[src/rtl/spi_master_ctrl.sv]
// SPI master: turns {cmd_type, cmd_data} requests into SS_n frames on MOSI.
// Read-data frames capture the 8-bit MISO reply and return it on rsp_data.
module spi_master_ctrl #(
   parameter int unsigned RD_LATENCY = 2,
   parameter int unsigned IDLE_GAP   = 1
) (
   input  logic       clk,
   input  logic       rst_n,
   input  logic       cmd_valid,
   output logic       cmd_ready,
   input  logic [1:0] cmd_type,
   input  logic [7:0] cmd_data,
   output logic       rsp_valid,
   output logic [7:0] rsp_data,
   output logic       busy,
   output logic       MOSI,
   input  logic       MISO,
   output logic       SS_n
);

   typedef enum logic [2:0] {
      S_IDLE, S_SEL, S_SHIFT, S_WAIT, S_READ, S_GAP
   } state_t;

   state_t     state_q, state_d;
   logic [3:0] cnt_q, cnt_d;
   logic [9:0] word_q, word_d;
   logic       ss_n_q, mosi_q, ready_q, busy_q;
   logic       rd_en_q, rsp_valid_q;
   logic [6:0] sh_q;
   logic [7:0] rsp_data_q;
   logic       accept, idle_d, rd_last;

   assign accept  = cmd_valid & ready_q;
   // ready only from the second IDLE cycle on, and drops on accept
   assign idle_d  = (state_q == S_IDLE) & ~accept;
   // last READ output cycle: the serial window lags the state by one
   assign rd_last = rd_en_q & (state_q != S_READ);

   // state, counter and latched frame word
   always_ff @(posedge clk or negedge rst_n) begin
      if (!rst_n) begin
         state_q <= S_IDLE;
         cnt_q   <= '0;
         word_q  <= '0;
      end else begin
         state_q <= state_d;
         cnt_q   <= cnt_d;
         word_q  <= word_d;
      end
   end

   // next-state: phase sequencing and per-phase cycle counts
   always_comb begin
      state_d = state_q;
      cnt_d   = cnt_q;
      word_d  = word_q;
      unique case (state_q)
         S_IDLE: begin
            if (accept) begin
               word_d  = {cmd_type, cmd_data};
               state_d = S_SEL;
               cnt_d   = '0;
            end
         end
         S_SEL: begin
            state_d = S_SHIFT;
            cnt_d   = '0;
         end
         S_SHIFT: begin
            cnt_d = cnt_q + 4'd1;
            if (cnt_q == 4'd9) begin
               cnt_d   = '0;
               state_d = (word_q[9:8] == 2'b11) ? S_WAIT : S_GAP;
            end
         end
         S_WAIT: begin
            cnt_d = cnt_q + 4'd1;
            if (cnt_q == 4'(RD_LATENCY - 1)) begin
               cnt_d   = '0;
               state_d = S_READ;
            end
         end
         S_READ: begin
            cnt_d = cnt_q + 4'd1;
            if (cnt_q == 4'd7) begin
               cnt_d   = '0;
               state_d = S_GAP;
            end
         end
         S_GAP: begin
            cnt_d = cnt_q + 4'd1;
            if (cnt_q == 4'(IDLE_GAP - 1)) begin
               cnt_d   = '0;
               state_d = S_IDLE;
            end
         end
         default: begin
            state_d = S_IDLE;
            cnt_d   = '0;
         end
      endcase
   end

   // registered serial/handshake outputs and MISO capture
   always_ff @(posedge clk or negedge rst_n) begin
      if (!rst_n) begin
         ss_n_q      <= 1'b1;
         mosi_q      <= 1'b0;
         ready_q     <= 1'b1;
         busy_q      <= 1'b0;
         rd_en_q     <= 1'b0;
         rsp_valid_q <= 1'b0;
         sh_q        <= '0;
         rsp_data_q  <= '0;
      end else begin
         ss_n_q      <= ~(state_q inside
                          {S_SEL, S_SHIFT, S_WAIT, S_READ});
         mosi_q      <= (state_q == S_SEL)   ? word_q[9] :
                        (state_q == S_SHIFT) ? word_q[4'd9 - cnt_q] :
                        1'b0;
         ready_q     <= idle_d;
         busy_q      <= ~idle_d;
         rd_en_q     <= (state_q == S_READ);
         rsp_valid_q <= rd_last;
         if (rd_en_q) sh_q <= {sh_q[5:0], MISO};
         if (rd_last) rsp_data_q <= {sh_q, MISO};
      end
   end

   assign cmd_ready = ready_q;
   assign busy      = busy_q;
   assign SS_n      = ss_n_q;
   assign MOSI      = mosi_q;
   assign rsp_valid = rsp_valid_q;
   assign rsp_data  = rsp_data_q;

endmodule

[config.mk]
export PLATFORM = sky130hd
export DESIGN_NAME = spi_master_ctrl
export DESIGN_NICKNAME = d
export VERILOG_FILES = /design/src/rtl/spi_master_ctrl.sv
export SDC_FILE = /design/constraint.sdc
export NUM_CORES = 1
export LEC_CHECK = 0
export ABC_CLOCK_PERIOD_IN_PS = 4650
export BUFFER_PORTS_ARGS = -buffer_cell sky130_fd_sc_hd__buf_2
export CAP_MARGIN = 20
export CORE_AREA = 2 2 58 60
export CTS_CLUSTER_DIAMETER = 120
export DETAILED_ROUTE_END_ITERATION = 12
export DIE_AREA = 0 0 60 62
export PLACE_DENSITY = 0.77
export SETUP_SLACK_MARGIN = 0.2
export SKIP_CTS_REPAIR_TIMING = 1
export SLEW_MARGIN = 25
export SYNTH_ARGS = -nofsm -noshare
export SYNTH_HDL_FRONTEND = slang
export SYNTH_SLANG_ARGS = --single-unit
export TNS_END_PERCENT = 50
[constraint.sdc]
create_clock -name clk -period 4.65 [get_ports clk]
set_input_delay 0.465 -clock clk [delete_from_list [all_inputs] [get_ports clk]]
set_output_delay 0.465 -clock clk [all_outputs]
set_load 0.01 [all_outputs]
# == After elaboration in Yosys (flattened, before gate mapping) ==
# Cells that the tools add are included.
# op_classes
n_addsub,2
magnitude_cmp,1
eq_ne,15
n_mux,17
bitwise,6
n_reduce_logical,5
# op_table
operator,count
4-bit 2-to-1 mux,5
4-bit one-hot mux with 5 select lines,1
3-bit 2-to-1 mux,6
3-bit one-hot mux with 6 select lines,1
"2-bit inequality test, second input constant",5
"3-bit by 2-bit equality test with 1-bit output, second input constant",2
"3-bit equality test, second input constant",2
"4-bit by 5-bit < comparator with 1-bit output, second input constant",1
5-bit AND reduction,1
"4-bit by 1-bit adder with 4-bit output, second input constant",1
1-bit binary-select mux with 4-bit select,1
"4-bit by 1-bit equality test with 1-bit output, second input constant",1
"4-bit by 3-bit equality test with 1-bit output, second input constant",1
"4-bit equality test, second input constant",1
4-bit logical NOT,1
4-bit nonzero test,1
"4-bit subtractor, first input constant",1
1-bit bitwise AND,3
"3-bit by 1-bit equality test with 1-bit output, second input constant",1
3-bit logical NOT,1
1-bit 2-to-1 mux,3
"3-bit inequality test, second input constant",1
1-bit NOT,3
"2-bit equality test, second input constant",1
2-bit AND reduction,1
# totals
ff_bits,38
in_bits,14
output_inout_bits,13
word_cells,57

# == Longest topological paths before layout ==
# Gate-level depths: netlist of the first run.
# depth
depth_word,5
ltp_mapped,7
mapped_depth_nobuf,6

# == Least setup slack after synthesis of the first run ==
# No wires, ideal clock.
# synth_path
path_kind,reg-to-reg
from,reg cnt_q[0]
to,reg state_q[2]
setup_time_ps,124
t_arrival_ps,1630
t_required_ps,4526
setup_slack_ps,2896
stages_incl_launch_ff,8
n_path_buf,1
period_less_slack_ps,1754
path_cell_list,dfrtp_1 > buf_2 > inv_1 > ha_1 > and2_1 > a2111oi_4 > nor4_1 > or2_1
# synth_between
elab_chain_len,3
elab_cells_between_ends,9
cone_classes,7 x eq/ne; 2 x reduce/logical
# synth_lines
element,line,text
start: declaration,26,"logic [3:0] cnt_q, cnt_d;"
start signal: assignment,48,cnt_q <= cnt_d;
4-bit by 3-bit equality test with 1-bit output (tied with other cells),86,if (cnt_q == 4'd7) begin
2-bit inequality test (no line),--,
5-bit AND reduction (no line) *,--,
end signal: assignment,47,state_q <= state_d;
end: declaration,25,"state_t state_q, state_d;"
# Every way passes the cells marked *; elsewhere a longest branch is shown, timed or not.
# A chain may end at the register's enable or synchronous reset.

# == Worst setup path after layout of the first run ==
# Same ends and word-level chain as after synthesis.

==> results.yml, run 1 <==
clock_network:
  root_buffer: "clkbuf_4"
  htreeDepth: 2
  clock_sinks: 38
  cts_tree: "yes"
  clkLatencyLatePin_ps: 360
  cts_made_buffers: 5
  cts.path.max_buffers: 2
  path_clk_slew_ps: 120
floorplan:
  die_w_um: 60
  start_util_pct: 55.4
  die_h_um: 62
  io_pins: 27
  die-area_mm2: 0.00372
  core.rowCount: 21
  coreArea_mm2: 0.00318
route:
  wl_mm: 2.95
  vias: 1078
  drt-initial-drc-count: 27
  wl_met2_mm: 1.38
  drtPass1Iterations: 4
  vias_per_cell: 5.23
  met3WireLength_um: 123
  post-route-drc-count: 0
  final_antenna_net_count: 0
  wirelength_met1_mm: 1.36
  top_layer: "met4"
  wl_per_cell_um: 14.3
worst_setup_path:
  cp_num_cells: 5
  cpMaxStageDelayCell: "nor4bb_1"
  r2r_slack_ps: 2700
  crit_type: "reg2reg"
  cp_top_family: "simple AND/OR/NAND/NOR gates"
  critical_path.max_stage_delay_ps: 540
  ff2ff_path_depth: 5
  cp_max_fo: 9
  required_ps: 4950
  worst_setup_path_start_kind: "register"
  cp_cell_sequence: "ha_1 -> nor4bb_1 -> a2111oi_4 -> nor4_1 -> or2_1"
  path_buf_inv: 0
  crit_path_end_kind: "register"
  reg2reg_to: "state_q[2]"
  critPathArrivalTime_ps: 2250
  timing.rr.start: "cnt_q[0]"
finish:
  areaGrowthSynthToFinish_pct: 12.9
  mostFrequentLayoutCell: "dfrtp_1"
  fin_area_mm2: 0.00199
  nets: 178
  instances_no_fill: 206
  final_cell_mix: "dfrtp_1, buf_2, mux2_1"
  antenna-diode-count: 0
  layout-drive-gt1-share_pct: 32.5
global_routing:
  antenna_found_initial: 0
  grt_usage_pct: 18.4
  grt_overflow: 0
  grt_start_max_net_pins: 39
  grt_pass1_wl_mm: 4.91
  grt_pass1_vias: 1037
power:
  switching_share_pct: 35.7
  internal_power_mw: 0.811
  max-vdd-ir-drop_mv: 0.250
  comb_power_share_pct: 34.7
  pwr-share-clk_pct: 17.9
  powerDensity_mw_per_mm2: 634
  pwr-share-seq_pct: 47.4
  leakagePower_nw: 0.918
  p_sw_mw: 0.449
min_path:
  hold_class: "in2async"
outcome:
  status: "finished, final reports clean"
logic_synthesis:
  ys_warn_count: 0
  synth_area_mm2: 0.00176
  syn_avg_cell_area_um2: 13.3
  syn-num-nets: 151
  postSynthCellCount: 132
  ys_ff_latch: 38
  synth_cell_type_count: 39
  synthArstFlopShare_pct: 100
  synth-edff-count: 0
  seq_area_frac_synth_pct: 54.2
  synthFlopType: "dfrtp_1"
timing:
  fin_crit_sh_pct: 42.0
  maxSlewViolCount: 0
  worstMarginPinSlew_ps: 793
  final_hold_viol_count: 0
  period_needed_ps: 1950
  setup-tns-final_ps: 0
  slew_headroom_pct: 47.1
  final-setup-viol-count: 0
  skew_ps: 8.92
  fmax_ghz: 0.512
  rsz0062_at_grt: "false"
placed_design:
  numPortBuffers: 26
  place_inst: 198
  place_congestion: 0.921
  postPlaceCellArea_mm2: 0.00190
  hpwl_mm: 2.16
flow_run:
  maxCapViolCount: 0
## kinds of logic after synthesis
kind of cell    share of synthesized area (%)
mux                                      19.1
simple gates                             8.46
compound gates                           9.95
flops                                    54.2
buf+inv                                  3.77
fa+ha+maj                                3.55
xor+xnor                                0.995
## area by class of cell
type	instances	area [µm²]
fillers	259	1190
flip-flops and latches	38	953
multi-input cells	82	741
repair buffers	26	130
well taps	46	57.6
clock inverters	3	45.0
clock buffers	5	37.5
inverters	6	22.5
## power by group through the flow
stage | Combinational (mW) | Clock, mW | Sequential, mW
floorplan | 0.367 | 0 | 0.566
global placement | 0.426 | 0 | 0.595
CTS | 0.445 | 0.232 | 0.600
detailed placement | 0.442 | 0 | 0.608
global route | 0.494 | 0.247 | 0.624
finish | 0.437 | 0.226 | 0.596
## worst max path at each step
stage	startpoint	end	slack, ps
finish	cnt_q[0]	state_q[2]	2700
global route	cnt_q[0]	state_q[2]	2530
CTS	cnt_q[0]	state_q[2]	2700
detailed placement	cnt_q[0]	state_q[2]	2710
global placement	cnt_q[0]	state_q[2]	2810
floorplan	cnt_q[0]	state_q[2]	2900
## stage by stage
step	worst slack (ps)	util [%]	hold slack (ps)	power, mW
detailed placement	2710	59.9	476	1.05
global placement	2810	59.9	464	1.02
CTS	2700	62.5	202	1.28
finish	2700	62.5	178	1.26
global route	2530	62.5	239	1.37
floorplan	2900	-	169	0.933
## cells in the mapped netlist (all sizes together), types with 3 or more instances
master / number / area (µm²)
nand2b: 3 / 18.8
ha: 5 / 62.6
mux2: 25 / 282
buf: 5 / 40.0
o21ai: 6 / 30.0
a211oi: 3 / 27.5
inv: 6 / 22.5
nor2: 5 / 18.8
nand2: 7 / 26.3
a21oi: 3 / 15.0
dfrtp: 36 / 901
## flip-flops by register name, summed over array words and instances (netlist names)
register   count
state_q        3
SS_n           1
sh_q           7
rd_en_q        1
rsp_data       8
MOSI           1
word_q        10
cnt_q          4
busy           1
cmd_ready      1
rsp_valid      1
## routing by layer
metal / up-vias / track usage [%]
met2: 28 / 28.0
met5: - / 0
met1: 514 / 24.3
li1: 528 / -
met3: 8 / 4.55
met4: 0 / 10.5
Note: power is estimated with default switching activity, not from simulation.
==> run 2: changes to the inputs <==
--- a/config.mk
+++ b/config.mk
@@ -5,14 +5,14 @@
 export SDC_FILE = /design/constraint.sdc
 export NUM_CORES = 1
 export LEC_CHECK = 0
-export ABC_CLOCK_PERIOD_IN_PS = 4650
+export ABC_CLOCK_PERIOD_IN_PS = 1600
 export BUFFER_PORTS_ARGS = -buffer_cell sky130_fd_sc_hd__buf_2
 export CAP_MARGIN = 20
-export CORE_AREA = 2 2 58 60
+export CORE_AREA = 2 2 63 65
 export CTS_CLUSTER_DIAMETER = 120
 export DETAILED_ROUTE_END_ITERATION = 12
-export DIE_AREA = 0 0 60 62
-export PLACE_DENSITY = 0.77
+export DIE_AREA = 0 0 65 67
+export PLACE_DENSITY = 0.69
 export SETUP_SLACK_MARGIN = 0.2
 export SKIP_CTS_REPAIR_TIMING = 1
 export SLEW_MARGIN = 25
==> constraint.sdc (replaced) <==
create_clock -name clk -period 1.6 [get_ports clk]
set_input_delay 0.16 -clock clk [delete_from_list [all_inputs] [get_ports clk]]
set_output_delay 0.16 -clock clk [all_outputs]
set_load 0.01 [all_outputs]
==> run 2 against run 1 <==
- largest cell class unchanged
- the run now ends with setup timing left
- total power grew to 3.6 times the previous value
- hold slack lost 81 ps
- highest routed layer unchanged
- clock skew is 5.0 ps lower
- clock-buffer cell count rose by 1
- combinational power rose to 5.1 times the previous value
- wire length increased by 19%
- maximum frequency rose by 18%
- non-clock buffer count rose by 32
- sequential power rose to 2.8 times the previous value
==> results.yml, run 2 (synthesis results as in run 1) <==
clock_network:
  path_clk_slew_ps: 70
  cts_made_buffers: 5
  cts.path.max_buffers: 2
  htreeDepth: 2
  clkLatencyLatePin_ps: 290
  root_buffer: "clkbuf_8"
  cts_tree: "yes"
  clock_sinks: 38
route:
  drt-initial-drc-count: 37
  vias_per_cell: 5.15
  vias: 1237
  post-route-drc-count: 0
  wl_per_cell_um: 14.7
  wl_mm: 3.52
  drtPass1Iterations: 4
  final_antenna_net_count: 0
timing:
  final-setup-viol-count: 6
  skew_ps: 3.89
  period_needed_ps: 1650
  slew_headroom_pct: 79.4
  fin_crit_sh_pct: 103
  rsz0062_at_grt: "true"
  maxSlewViolCount: 0
  setup-tns-final_ps: -199
  timing.final.ws_setup_ps: -51.1
  fmax_ghz: 0.606
  final_hold_viol_count: 0
  worstMarginPinSlew_ps: 309
finish:
  top_register: "word_q"
  instances_no_fill: 240
  mostFrequentLayoutCell: "dfrtp_1"
  nets: 210
  areaGrowthSynthToFinish_pct: 39.0
  final_cell_mix: "dfrtp_1, buf_2, buf_4"
  fin_util_pct: 67.9
  largest_register_ffs: 10
  layout-drive-gt1-share_pct: 57.3
  antenna-diode-count: 0
power:
  max-vdd-ir-drop_mv: 0.756
  leakagePower_nw: 1.14
  powerDensity_mw_per_mm2: 1860
placed_design:
  place_congestion: 0.872
  numPortBuffers: 26
  place_inst: 223
  hpwl_mm: 2.53
global_routing:
  antenna_found_initial: 0
  grt_usage_pct: 17.7
  top_usage_layer: "met2"
  grt_use_met1_pct: 19.3
  grt_pass1_wl_mm: 5.66
  gr-usage-met2_pct: 31.2
  grt_pass1_vias: 1270
  grt_overflow: 0
  grt_use_met3_pct: 5.24
  grt_start_max_net_pins: 39
worst_setup_path:
  crit_path_end_kind: "register"
  timing.rr.start: "cnt_q[1]"
  cp_max_fo: 4
  critPathArrivalTime_ps: 1870
  cp-startpoint: "cnt_q[1]"
  crit_type: "reg2reg"
  worst_setup_path_start_kind: "register"
  required_ps: 1810
floorplan:
  start_util_pct: 48.8
  die_w_um: 65
  die_h_um: 67
  die-area_mm2: 0.00436
  coreArea_mm2: 0.00361
  io_pins: 27
  core.rowCount: 22
min_path:
  hold_class: "in2reg"
  min_from: "cmd_data[3]"
outcome:
  status: "finished with violations"
  violations: "setup timing"
flow_run:
  maxCapViolCount: 0
[run 2: cell count changes in the layout (fill, tap and decap cells not counted), sizes merged]
| cell | change |
|---|---|
| clkbuf | +2 |
| bufinv | -1 |
| buf | +30 |
| clkinv | +1 |
| clkinvlp | -1 |
| dlygate4sd3 | +1 |
[run 2: where the power goes]
part           switching, mW  total [mW]  internal, mW
Combinational          0.929        2.21          1.29
Clock                  0.332       0.678         0.346
Sequential             0.275        1.66          1.38
[run 2: stage by stage]
step / setup slack, ps / area (µm²) / hold slack [ps] / total power [mW]
2_1_floorplan: -21.7 / 1820 / -136 / 2.87
3_3_place_gp: -16.6 / 2170 / 136 / 3.45
3_5_place_dp: -27.3 / 2170 / 143 / 3.54
4_1_cts: -43.3 / 2260 / -173 / 4.24
5_1_grt: -126 / 2450 / 89.9 / 4.86
6_report: -51.1 / 2450 / 97.6 / 4.55
[run 2: metal layers]
metal,up-vias,part of all wire [%]
li1,588,-
met1,615,40
met2,27,54
met3,7,3.8
met4,0,2.2
met5,-,0
[run 2: area by class of cell]
| type | count | area, µm² |
|---|---|---|
| inverters | 6 | 22.5 |
| repair buffers | 58 | 439 |
| clock inverters | 2 | 12.5 |
| well taps | 48 | 60.1 |
| multi-input cells | 82 | 873 |
| flip-flops and latches | 38 | 957 |
| fillers | 249 | 1160 |
| clock buffers | 6 | 82.6 |
[run 2: critical path, stage by stage, from the launching register on]
cell and delay, ps:
dfrtp_1 400, inv_2 80, buf_4 140, ha_4 140
and2_4 140, a2111oi_4 330, buf_4 200, o21ai_1 60
o21ai_1 80
[run 2: path summary, 6_finish.rpt]
path	endpoint	slack (ps)	depth (start not counted)
max	cnt_q[0]	-50	8
min	word_q[3]	100	2
max reg2reg	cnt_q[0]	-50	8
min reg2reg	rsp_data[2]	490	1
max in group asynchronous	cmd_ready	1000	3
min in group asynchronous	rsp_data[0]	350	3
==> run 3: changes to the inputs <==
--- a/config.mk
+++ b/config.mk
@@ -10,9 +10,10 @@
 export CAP_MARGIN = 20
 export CORE_AREA = 2 2 63 65
 export CTS_CLUSTER_DIAMETER = 120
+export CTS_CLUSTER_SIZE = 16
 export DETAILED_ROUTE_END_ITERATION = 12
 export DIE_AREA = 0 0 65 67
-export PLACE_DENSITY = 0.69
+export PLACE_DENSITY_LB_ADDON = 0.08
 export SETUP_SLACK_MARGIN = 0.2
 export SKIP_CTS_REPAIR_TIMING = 1
 export SLEW_MARGIN = 25
==> run 3 against run 2 <==
- the flow still finishes with violations (setup timing)
- non-clock buffer count decreased by 7
- final area is 3.9% lower
- cell count shrank 2.9%
- maximum frequency is 0.45% higher
- total power is essentially flat
- utilization decreased by 2.7 points
- critical endpoint is now MOSI
- highest routed layer unchanged
==> results.yml, run 3 (synthesis results as in run 1) <==
route:
  post-route-drc-count: 0
  drtPass1Iterations: 4
  vias_per_cell: 5.18
  vias: 1208
  final_antenna_net_count: 0
  wl_mm: 3.32
  drt-initial-drc-count: 34
  wl_per_cell_um: 14.3
timing:
  maxSlewViolCount: 0
  worstMarginPinSlew_ps: 394
  rsz0062_at_grt: "true"
  final_hold_viol_count: 0
  fmax_ghz: 0.608
  setup-tns-final_ps: -43.7
  final-setup-viol-count: 1
  skew_ps: 5.60
  fin_crit_sh_pct: 103
  timing.final.ws_setup_ps: -43.7
  hold_slack_ps: 77.6
  slew_headroom_pct: 73.7
  period_needed_ps: 1640
finish:
  largest_register_ffs: 10
  areaGrowthSynthToFinish_pct: 33.5
  antenna-diode-count: 0
  top_register: "word_q"
  nets: 203
  instances_no_fill: 233
  final_cell_mix: "dfrtp_1, buf_2, buf_4"
  mostFrequentLayoutCell: "dfrtp_1"
  layout-drive-gt1-share_pct: 51.9
clock_network:
  path_clk_slew_ps: 80
  cts_tree: "yes"
  root_buffer: "clkbuf_8"
  clock_sinks: 38
  cts_made_buffers: 5
  clkLatencyLatePin_ps: 290
  cts.path.max_buffers: 2
  htreeDepth: 2
global_routing:
  grt_pass1_vias: 1193
  antenna_found_initial: 0
  grt_start_max_net_pins: 20
  grt_overflow: 0
  grt_pass1_wl_mm: 5.49
  grt_usage_pct: 17.2
placed_design:
  place_inst: 222
  place_congestion: 0.884
  numPortBuffers: 26
  hpwl_mm: 2.43
  dpl_worst_slack_ps: -76.8
worst_setup_path:
  ff2ff_path_depth: 6
  cp_max_fo: 4
  crit_type: "reg2reg"
  cpMaxStageDelayCell: "or4b_4"
  cp_cell_sequence: "buf_4 -> buf_4 -> or4b_4 -> a211oi_2 -> a21oi_1 -> o22ai_1"
  r2r_slack_ps: -40
  timing.rr.start: "cnt_q[1]"
  critical_path.max_stage_delay_ps: 510
  crit_path_end_kind: "register"
  cpMostUsedCell: "buf_4"
  worst_setup_path_start_kind: "register"
  critPathArrivalTime_ps: 1860
  required_ps: 1820
  reg2reg_to: "MOSI"
floorplan:
  io_pins: 27
  die_w_um: 65
  die-area_mm2: 0.00436
  die_h_um: 67
  core.rowCount: 22
  start_util_pct: 48.8
  coreArea_mm2: 0.00361
power:
  powerDensity_mw_per_mm2: 1940
  power_mw: 4.55
  max-vdd-ir-drop_mv: 0.768
  leakagePower_nw: 1.10
flow_run:
  maxCapViolCount: 0
min_path:
  min_path_cells: 2
  hold_class: "in2reg"
  min_to: "word_q[7]"
  min_from: "cmd_data[7]"
outcome:
  violations: "setup timing"
  status: "finished with violations"
[run 3: cell count changes in the layout (fill, tap and decap cells not counted), sizes merged]
| cell | change |
|---|---|
| clkbuf | -2 |
| clkinvlp | -1 |
| bufinv | +2 |
| buf | -6 |
[run 3: final cells by class]
class | instances | area, µm²
inverters | 6 | 22.5
flip-flops and latches | 38 | 957
clock buffers | 5 | 68.8
repair buffers | 51 | 349
fillers | 279 | 1250
multi-input cells | 82 | 825
clock inverters | 3 | 68.8
well taps | 48 | 60.1
[run 3: how the worst max path moves through the flow]
stage / start / endpoint / cells past startpoint
2_1_floorplan: cnt_q[1] / MOSI / 6
3_3_place_gp: cnt_q[1] / MOSI / 6
3_5_place_dp: cnt_q[1] / MOSI / 6
4_1_cts: cnt_q[1] / MOSI / 6
5_1_grt: cnt_q[1] / MOSI / 6
6_report: cnt_q[1] / MOSI / 6
[run 3: report_power, final]
| group | leakage, nW | switching, mW | internal (mW) | total, mW |
|---|---|---|---|---|
| Clock | 0.0683 | 0.339 | 0.624 | 0.963 |
| Combinational | 0.555 | 0.818 | 1.09 | 1.91 |
| Sequential | 0.476 | 0.304 | 1.38 | 1.69 |
[run 3: routing by layer]
layer	track usage (%)	share of wire, %	up-vias	wire [µm]
li1	-	-	573	-
met1	20.6	43	612	1420
met2	28.7	52	19	1730
met3	4.56	3.3	4	111
met4	7.98	2.0	0	65
met5	0	0	-	0
[run 3: worst max-delay path: cells and delay by family (launching register included)]
family                 cells  cell delay (ps)
DFF                        1              420
AOI/OAI and AO/OA          3              350
buffers and inverters      2              290
and+or+nand+nor            1              510
[run 3: metrics by stage]
stage                     utilization [%]  instance area [µm²]
after global routing                 65.2                 2350
after detailed placement             59.6                 2150
after floorplan                         -                 1820
after global placement               59.6                 2150
after CTS                            63.4                 2290
final                                65.2                 2350
